File: src/rtl/interval_timer_if.sv
// Signal bundle between the interval timer, the security FSM and the
// time-parameter store.
interface interval_timer_if;
    logic       startTimer;
    logic [1:0] intervalSelect;
    logic [3:0] value;
    logic [1:0] interval;
    logic       expired;
    logic       running;
    logic       oneHzEnable;
    logic [3:0] countRemaining;

    // Timer side.
    modport slave (
        input  startTimer,
        input  intervalSelect,
        input  value,
        output interval,
        output expired,
        output running,
        output oneHzEnable,
        output countRemaining
    );

    // FSM / parameter-store side.
    modport master (
        output startTimer,
        output intervalSelect,
        output value,
        input  interval,
        input  expired,
        input  running,
        input  oneHzEnable,
        input  countRemaining
    );
endinterface

File: src/rtl/interval_timer.sv
// Countdown timer: fetches a seconds value from the parameter store on request
// and counts it down on a divided one-second tick, pulsing expired at zero.
module interval_timer #(
    parameter int unsigned CLK_TICKS_PER_SEC = 27000000,
    parameter int unsigned DIV_WIDTH         = 25
) (
    input  logic              clock,
    input  logic              systemReset,
    interval_timer_if.slave   bus
);

    typedef enum logic [1:0] {
        IDLE = 2'b00,
        LOAD = 2'b01,
        RUN  = 2'b10
    } state_e;

    localparam logic [DIV_WIDTH-1:0] DIV_LAST = DIV_WIDTH'(CLK_TICKS_PER_SEC - 1);
    localparam logic [DIV_WIDTH-1:0] DIV_ONE  = {{(DIV_WIDTH-1){1'b0}}, 1'b1};

    state_e               state_q, state_d;
    logic [DIV_WIDTH-1:0] divider_q, divider_d;
    logic [1:0]           interval_q, interval_d;
    logic [3:0]           count_q, count_d;
    logic                 expired_q, expired_d;
    logic                 running_q, running_d;
    logic                 tick_q, tick_d;

    // Next-state logic; a start request overrides whatever the timer is doing.
    always_comb begin
        state_d    = state_q;
        interval_d = interval_q;
        count_d    = count_q;
        expired_d  = 1'b0;
        divider_d  = (divider_q == DIV_LAST) ? {DIV_WIDTH{1'b0}} : divider_q + DIV_ONE;
        if (bus.startTimer) begin
            interval_d = bus.intervalSelect;
            divider_d  = {DIV_WIDTH{1'b0}};
            state_d    = LOAD;
        end else begin
            case (state_q)
                IDLE: begin
                    state_d = IDLE;
                end
                LOAD: begin
                    count_d = bus.value;
                    if (bus.value == 4'd0) begin
                        expired_d = 1'b1;
                        state_d   = IDLE;
                    end else begin
                        state_d   = RUN;
                    end
                end
                RUN: begin
                    if (tick_q) begin
                        // A count of 1 (or a defensive 0) ends the run without wrapping.
                        if (count_q <= 4'd1) begin
                            count_d   = 4'd0;
                            expired_d = 1'b1;
                            state_d   = IDLE;
                        end else begin
                            count_d   = count_q - 4'd1;
                        end
                    end else begin
                        count_d = count_q;
                    end
                end
                default: begin
                    state_d = IDLE;
                end
            endcase
        end
        // running stays up through the expiry pulse cycle.
        running_d = (state_d != IDLE) || expired_d;
        tick_d    = (divider_d == DIV_LAST);
    end

    // State and output registers with synchronous reset.
    always_ff @(posedge clock) begin
        if (systemReset) begin
            state_q    <= IDLE;
            divider_q  <= {DIV_WIDTH{1'b0}};
            interval_q <= 2'b00;
            count_q    <= 4'd0;
            expired_q  <= 1'b0;
            running_q  <= 1'b0;
            tick_q     <= 1'b0;
        end else begin
            state_q    <= state_d;
            divider_q  <= divider_d;
            interval_q <= interval_d;
            count_q    <= count_d;
            expired_q  <= expired_d;
            running_q  <= running_d;
            tick_q     <= tick_d;
        end
    end

    assign bus.interval       = interval_q;
    assign bus.expired        = expired_q;
    assign bus.running        = running_q;
    assign bus.oneHzEnable    = tick_q;
    assign bus.countRemaining = count_q;

endmodule

File: src/flat_wrapper.sv
// flat-port wrapper written by rule: the top's interface ports become plain ports
module interval_timer_flat 
#(
    parameter int unsigned CLK_TICKS_PER_SEC = 27000000,
    parameter int unsigned DIV_WIDTH         = 25
)
  (clock, systemReset, bus_startTimer, bus_intervalSelect, bus_value, bus_interval, bus_expired, bus_running, bus_oneHzEnable, bus_countRemaining);
  interval_timer_if bus_i ();
  input  logic clock;
  input  logic systemReset;
  input wire logic [$bits(bus_i.startTimer)-1:0] bus_startTimer;
  input wire logic [$bits(bus_i.intervalSelect)-1:0] bus_intervalSelect;
  input wire logic [$bits(bus_i.value)-1:0] bus_value;
  output wire logic [$bits(bus_i.interval)-1:0] bus_interval;
  output wire logic [$bits(bus_i.expired)-1:0] bus_expired;
  output wire logic [$bits(bus_i.running)-1:0] bus_running;
  output wire logic [$bits(bus_i.oneHzEnable)-1:0] bus_oneHzEnable;
  output wire logic [$bits(bus_i.countRemaining)-1:0] bus_countRemaining;
  assign bus_i.startTimer = bus_startTimer;
  assign bus_i.intervalSelect = bus_intervalSelect;
  assign bus_i.value = bus_value;
  assign bus_interval = bus_i.interval;
  assign bus_expired = bus_i.expired;
  assign bus_running = bus_i.running;
  assign bus_oneHzEnable = bus_i.oneHzEnable;
  assign bus_countRemaining = bus_i.countRemaining;
  interval_timer #(.CLK_TICKS_PER_SEC(CLK_TICKS_PER_SEC), .DIV_WIDTH(DIV_WIDTH)) u_core (.clock(clock), .systemReset(systemReset), .bus(bus_i));
endmodule
File: config.mk
export PLATFORM = sky130hd
export DESIGN_NAME = interval_timer_flat
export DESIGN_NICKNAME = d
export VERILOG_FILES = /design/src/rtl/interval_timer_if.sv /design/src/rtl/interval_timer.sv /design/src/flat_wrapper.sv
export SDC_FILE = /design/constraint.sdc
export NUM_CORES = 1
export LEC_CHECK = 0
export ABC_AREA = 1
export ABC_CLOCK_PERIOD_IN_PS = 2300
export BUFFER_PORTS_ARGS = -buffer_cell sky130_fd_sc_hd__buf_2
export CORE_MARGIN = 10
export CORE_UTILIZATION = 45
export DETAILED_ROUTE_END_ITERATION = 8
export PLACE_DENSITY = 0.6
export SYNTH_ARGS = -nofsm -noshare
export SYNTH_HDL_FRONTEND = slang
export SYNTH_SLANG_ARGS = --single-unit
File: constraint.sdc
create_clock -name clock -period 2.3 [get_ports clock]
set_input_delay 0.23 -clock clock [delete_from_list [all_inputs] [get_ports clock]]
set_output_delay 0.23 -clock clock [all_outputs]
set_load 0.02 [all_outputs]
Yosys cells after proc, flatten, opt, wreduce, memory -nomap -nowiden

Cells that the tools add are included.

Output and inout port bits: 9
Word-level logic and storage cells: 36
Register bits after elaboration: 36

Magnitude comparators: 1
Eq/ne operators: 5
$add $sub $neg: 2
Bitwise gates (word level): 1
Reduce and logical (&&, ||, !) cells: 5
Multiplexer cells: 15

Operators by type and width:

| kind                                                           | number |
|---|---|
| equality test 25 bit, second input constant                    | 2 |
| two-way mux 25 bit                                             | 2 |
| adder 25 x 1 -> 25 bit, second input constant                  | 1 |
| two-way mux 2 bit                                              | 4 |
| two-way mux 4 bit                                              | 2 |
| one-hot mux 4 bit (2 select lines)                             | 1 |
| less-or-equal comparator 4 x 1 -> 1 bit, second input constant | 1 |
| zero test 4 bit                                                | 1 |
| two-way mux 1 bit                                              | 4 |
| one-hot mux 2 bit (2 select lines)                             | 1 |
| nonzero test 2 bit                                             | 2 |
| subtractor 4 x 1 -> 4 bit, second input constant               | 1 |
| AND reduction 3 bit                                            | 1 |
| equality test 2 x 1 -> 1 bit, second input constant            | 1 |
| equality test 2 bit, second input constant                     | 1 |
| inequality test 2 x 1 -> 1 bit, second input constant          | 1 |
| one-hot mux 1 bit (2 select lines)                             | 1 |
| logical OR 1 bit                                               | 1 |
| inverter 1 bit                                                 | 1 |

Depth between registers and ports, before layout

Word-level depth: 7
Mapped depth: 14

Least setup slack after synthesis

OpenSTA, ideal clock, no wires.

Kind: register to register
From: register u_core.divider_q[0]
To: register u_core.tick_q (netlist: u_core.bus.oneHzEnable)
Cell stages (with the launch flop): 14
Arrival: 1.499 ns
Setup slack: 0.739 ns
Data required time: 2.238 ns
Path buffers: 0
Period minus slack after synthesis: 1.561 ns
Setup time: 0.062 ns
Cell sequence: dfxtp_1 > ha_1 > nand3_2 > nor2_4 > nand3_1 > nand2_1 > nand2_1 > nor2_1 > nand2_1 > nor2_1 > nand2_1 > nor2_1 > nand2_1 > nor2_2

Longest elaborated chain between the ends: 4
Elaborated cells on any way between the ends: 5
Classes of those cells: 1 x add/sub; 2 x eq/ne; 2 x mux

RTL lines:

| what                                                           | line                 | text |
|---|---|---|
| from (decl)                                                    | interval_timer.sv:22 | `logic [DIV_WIDTH-1:0] divider_q, divider_d;` |
| from (signal assigned)                                         | interval_timer.sv:82 | `divider_q <= {DIV_WIDTH{1'b0}};` |
| from (signal assigned)                                         | interval_timer.sv:90 | `divider_q <= divider_d;` |
| adder 25 x 1 -> 25 bit or equality test 25 bit (tied branches) | interval_timer.sv:35 | `divider_d = (divider_q == DIV_LAST) ? {DIV_WIDTH{1'b0}} : divider_q + DIV_ONE;` |
| two-way mux 25 bit (*)                                         | interval_timer.sv:35 |  |
| two-way mux 25 bit (*)                                         | interval_timer.sv:36 | `if (bus.startTimer) begin` |
| equality test 25 bit (*)                                       | interval_timer.sv:75 | `tick_d = (divider_d == DIV_LAST);` |
| to (signal assigned)                                           | interval_timer.sv:95 | `tick_q <= tick_d;` |
| to (decl)                                                      | interval_timer.sv:27 | `logic tick_q, tick_d;` |

Mark *: on every way between the ends. The rest lies on a longest branch, timed or not.
A chain may end at the register's enable or synchronous reset.

Worst setup path in the final report

Same ends and word-level chain as after synthesis.

==> reports/results.tsv <==
stage	metric	value	unit
finish	filler instances	453	
yosys	Seq cells post-synth	36	
yosys	Netlist cell types	28	
pwr	Tot Pwr	0.00119	W
timing	Tcrit/Tclk final	0.814	
place	GPL Wtd Cong	0.852	
timing	final setup vio count	0	
grt	initial antenna violation count	0	
timing	Hold Vio Cnt, Final	0	
pwr	Leakage	0.896	nW
timing	Worst Max-Slew Pin Slew	0.511	ns
timing	PnR worst setup slack	0.427	ns
detailed_routing	Vias	2009	
timing	Max Transition Viols Final	0	
finish	area grow syn2layout	10.6	%
grt	first-pass GRT wire length	8490	um
cts	hold_buf cts	0	
floorplan	Boundary Pins	18	
critical_path	Setup Crit Path Kind	reg -> reg	
critical_path	Critical Path RT	2.53	ns
yosys	sequential fraction of the synthesis area	0.342	
critical_path	crit path capture type	flop	
pwr	power per cell area	511	nW/um2
grt	largest net degree at the start of global routing	21	
detailed_routing	Vias/cell	5.05	
timing	Fin Clk Skew	0.00702	ns
timing	Slew HR	0.657	
timing	setup repair after global routing missed its margin	no	
yosys	syn avg cell area	6.50	um2
detailed_routing	Routed Antenna Nets	0	
cts	Clock transition at path regs	0.07	ns
grt	GRT Residual Overflow	0	
grt	M3 GR Usage	0.0303	
floorplan	CORE AREA	4440	um2
floorplan	die span in y	88.4	um
cts	Worst-Skew Late Latency	0.29	ns
run	MaxCap Viol Count	0	
finish	fin nets	359	
grt	number of global-route vias before repair	1858	
floorplan	Row Count	24	
cts	Root Driver	clkbuf_8	
cts	Longest Clk Path Bufs	2	
detailed_routing	Routed WL per cell	12.4	um
floorplan	Die Wd	88.4	um
timing	Peak Freq	534	MHz
cts	Post-CTS Resized	0	
detailed_routing	DRT Wirelength	4920	um
finish	ANT cells	0	
grt	met2 Use GR	0.209	
place	HPWL Detailed	3870	um
timing	final setup TNS	0	ns
pwr	VDD IR-drop max	0.472	mV
timing	min Tclk post-route	1.87	ns
cts	post-CTS setup repair buffer count	0	
place	dpl ws	0.481	ns
detailed_routing	drt initial violations	100	
grt	most used routing layer	met2	
yosys	Syn Std Cell Area	2110	um2
critical_path	startpoint types	flop	
finish	Final Util	0.524	
place	I/O Buffers	17	
detailed_routing	DRC	0	
yosys	post-synthesis net count	338	
floorplan	Initial Utilization	0.474	
cts	H-Tree Depth	2	
cts	# clock sinks	36	
grt	All-Layer GR Usage	0.136	
yosys	cells after synthesis	324	
grt	met1 GRT Util	0.177	
status	status	finished, final reports clean	
detailed_routing	drt first pass iters	4	
hold_path	Worst Hold Class	in -> reg	
finish	layout cells sized above 1	0.139	
cts	CTS Buf Count	5	
critical_path	Max Fanout on Critical Path	5	
floorplan	DIE AREA	7820	um2
yosys	Synth warnings	0	
cts	CTS tree	yes	
critical_path	CP Data Arrival Time	2.10	ns
-- layout make-up --
| type | instances | area, um2 | share of cell area |
|---|---|---|---|
| Clock buffer | 8 | 90.1 | 0.0387 |
| Inverter | 42 | 158 | 0.0677 |
| Multi-Input combinational cell | 242 | 1200 | 0.517 |
| Sequential cell | 36 | 721 | 0.309 |
| Tap cell | 52 | 65.1 | 0.0279 |
| Timing Repair Buffer | 18 | 92.6 | 0.0397 |
-- report_power, final --
group          switching (W)  internal (W)  leakage [nW]
Combinational      0.0000541     0.0000277         0.559
Clock               0.000223      0.000244        0.0455
Sequential        0.00000755      0.000634         0.292
-- per-layer routing --
layer	wire [um]	vias to the layer above	share of wire
li1	-	1062	-
met1	2370	885	0.48
met2	2050	53	0.42
met3	410	9	0.083
met4	87	0	0.018
met5	0	-	0
-- metrics by stage --
stage | hold slack (ns) | area (um2) | cells
5_1_grt | 0.182 | 2330 | 398
2_1_floorplan | 0.365 | 2110 | 324
6_report | 0.156 | 2330 | 398
3_5_place_dp | 0.451 | 2240 | 390
3_3_place_gp | 0.445 | 2240 | 390
4_1_cts | 0.158 | 2330 | 398
-- synthesized netlist by cell type (all sizes together) --
cell    number  area (um2)
a21o         1        7.51
a21oi        7        35.0
a221oi       4        35.0
a31oi        2        12.5
buf          2        16.3
clkbuf       2        7.51
dfxtp       36         721
ha           5        62.6
inv         42         158
nand2       85         334
nand3       29         160
nand3b       1        7.51
nand4        3        18.8
nor2        81         374
nor3         6        30.0
o21ai        7        35.0
o21bai       3        22.5
o31ai        1        7.51
xnor2        3        26.3
xor2         4        35.0
-- flip-flops by register name (all words and copies together), names as in the netlist --
register	flops
u_core.bus.running	1
u_core.state_q	2
u_core.bus.countRemaining	4
u_core.bus.expired	1
u_core.bus.interval	2
u_core.divider_q	25
u_core.bus.oneHzEnable	1
-- logic make-up after synthesis --
family                   after synthesis  synth area share
AO/OA/AOI/OAI                         25            0.0737
XOR/XNOR                               7            0.0291
adder cells (fa/ha/maj)                5            0.0297
buffers and inverters                 46            0.0862
flip-flops                            36             0.342
AND/OR/NAND/NOR                      205             0.439
-- worst max-delay path: stages, from the launching register on --
cell and delay [ns]:
dfxtp_1 0.37, ha_1 0.26, nand3_2 0.16, inv_2 0.10, nand2_1 0.08, o21bai_1 0.15, nand2_1 0.10, nor2_1 0.10
nand2_1 0.08, nor2_1 0.12, nand2_1 0.06, nor2_1 0.09, nand2_1 0.06, nor2_2 0.08
-- final timing paths --
| path | startpoint | slack (ns) | endpoint | depth (start not counted) |
|---|---|---|---|---|
| max | u_core.divider_q[0]$_SDFF_PP0_ | 0.43 | u_core.bus.oneHzEnable$_SDFF_PP0_ | 13 |
| min | bus_intervalSelect[0] | 0.16 | u_core.bus.interval[0]$_SDFFE_PP0P_ | 3 |
| max reg2reg | u_core.divider_q[0]$_SDFF_PP0_ | 0.43 | u_core.bus.oneHzEnable$_SDFF_PP0_ | 13 |
| min reg2reg | u_core.divider_q[0]$_SDFF_PP0_ | 0.46 | u_core.divider_q[0]$_SDFF_PP0_ | 1 |
-- layout by cell type, fill, tap and decap left out --
master and count:
a21o_1 1, a21oi_1 7, a221oi_1 4, a31oi_1 2
buf_2 17, buf_4 1, clkbuf_1 2, clkbuf_8 6
dfxtp_1 36, ha_1 5, inv_1 39, inv_2 3
nand2_1 81, nand2_2 3, nand2_4 1, nand3_1 26
nand3_2 3, nand3b_1 1, nand4_1 3, nor2_1 67
nor2_2 7, nor2_4 7, nor3_1 6, o21ai_0 6
o21ai_1 1, o21bai_1 3, o31ai_1 1, xnor2_1 3
xor2_1 4
Power figures use the tool's default switching activity.
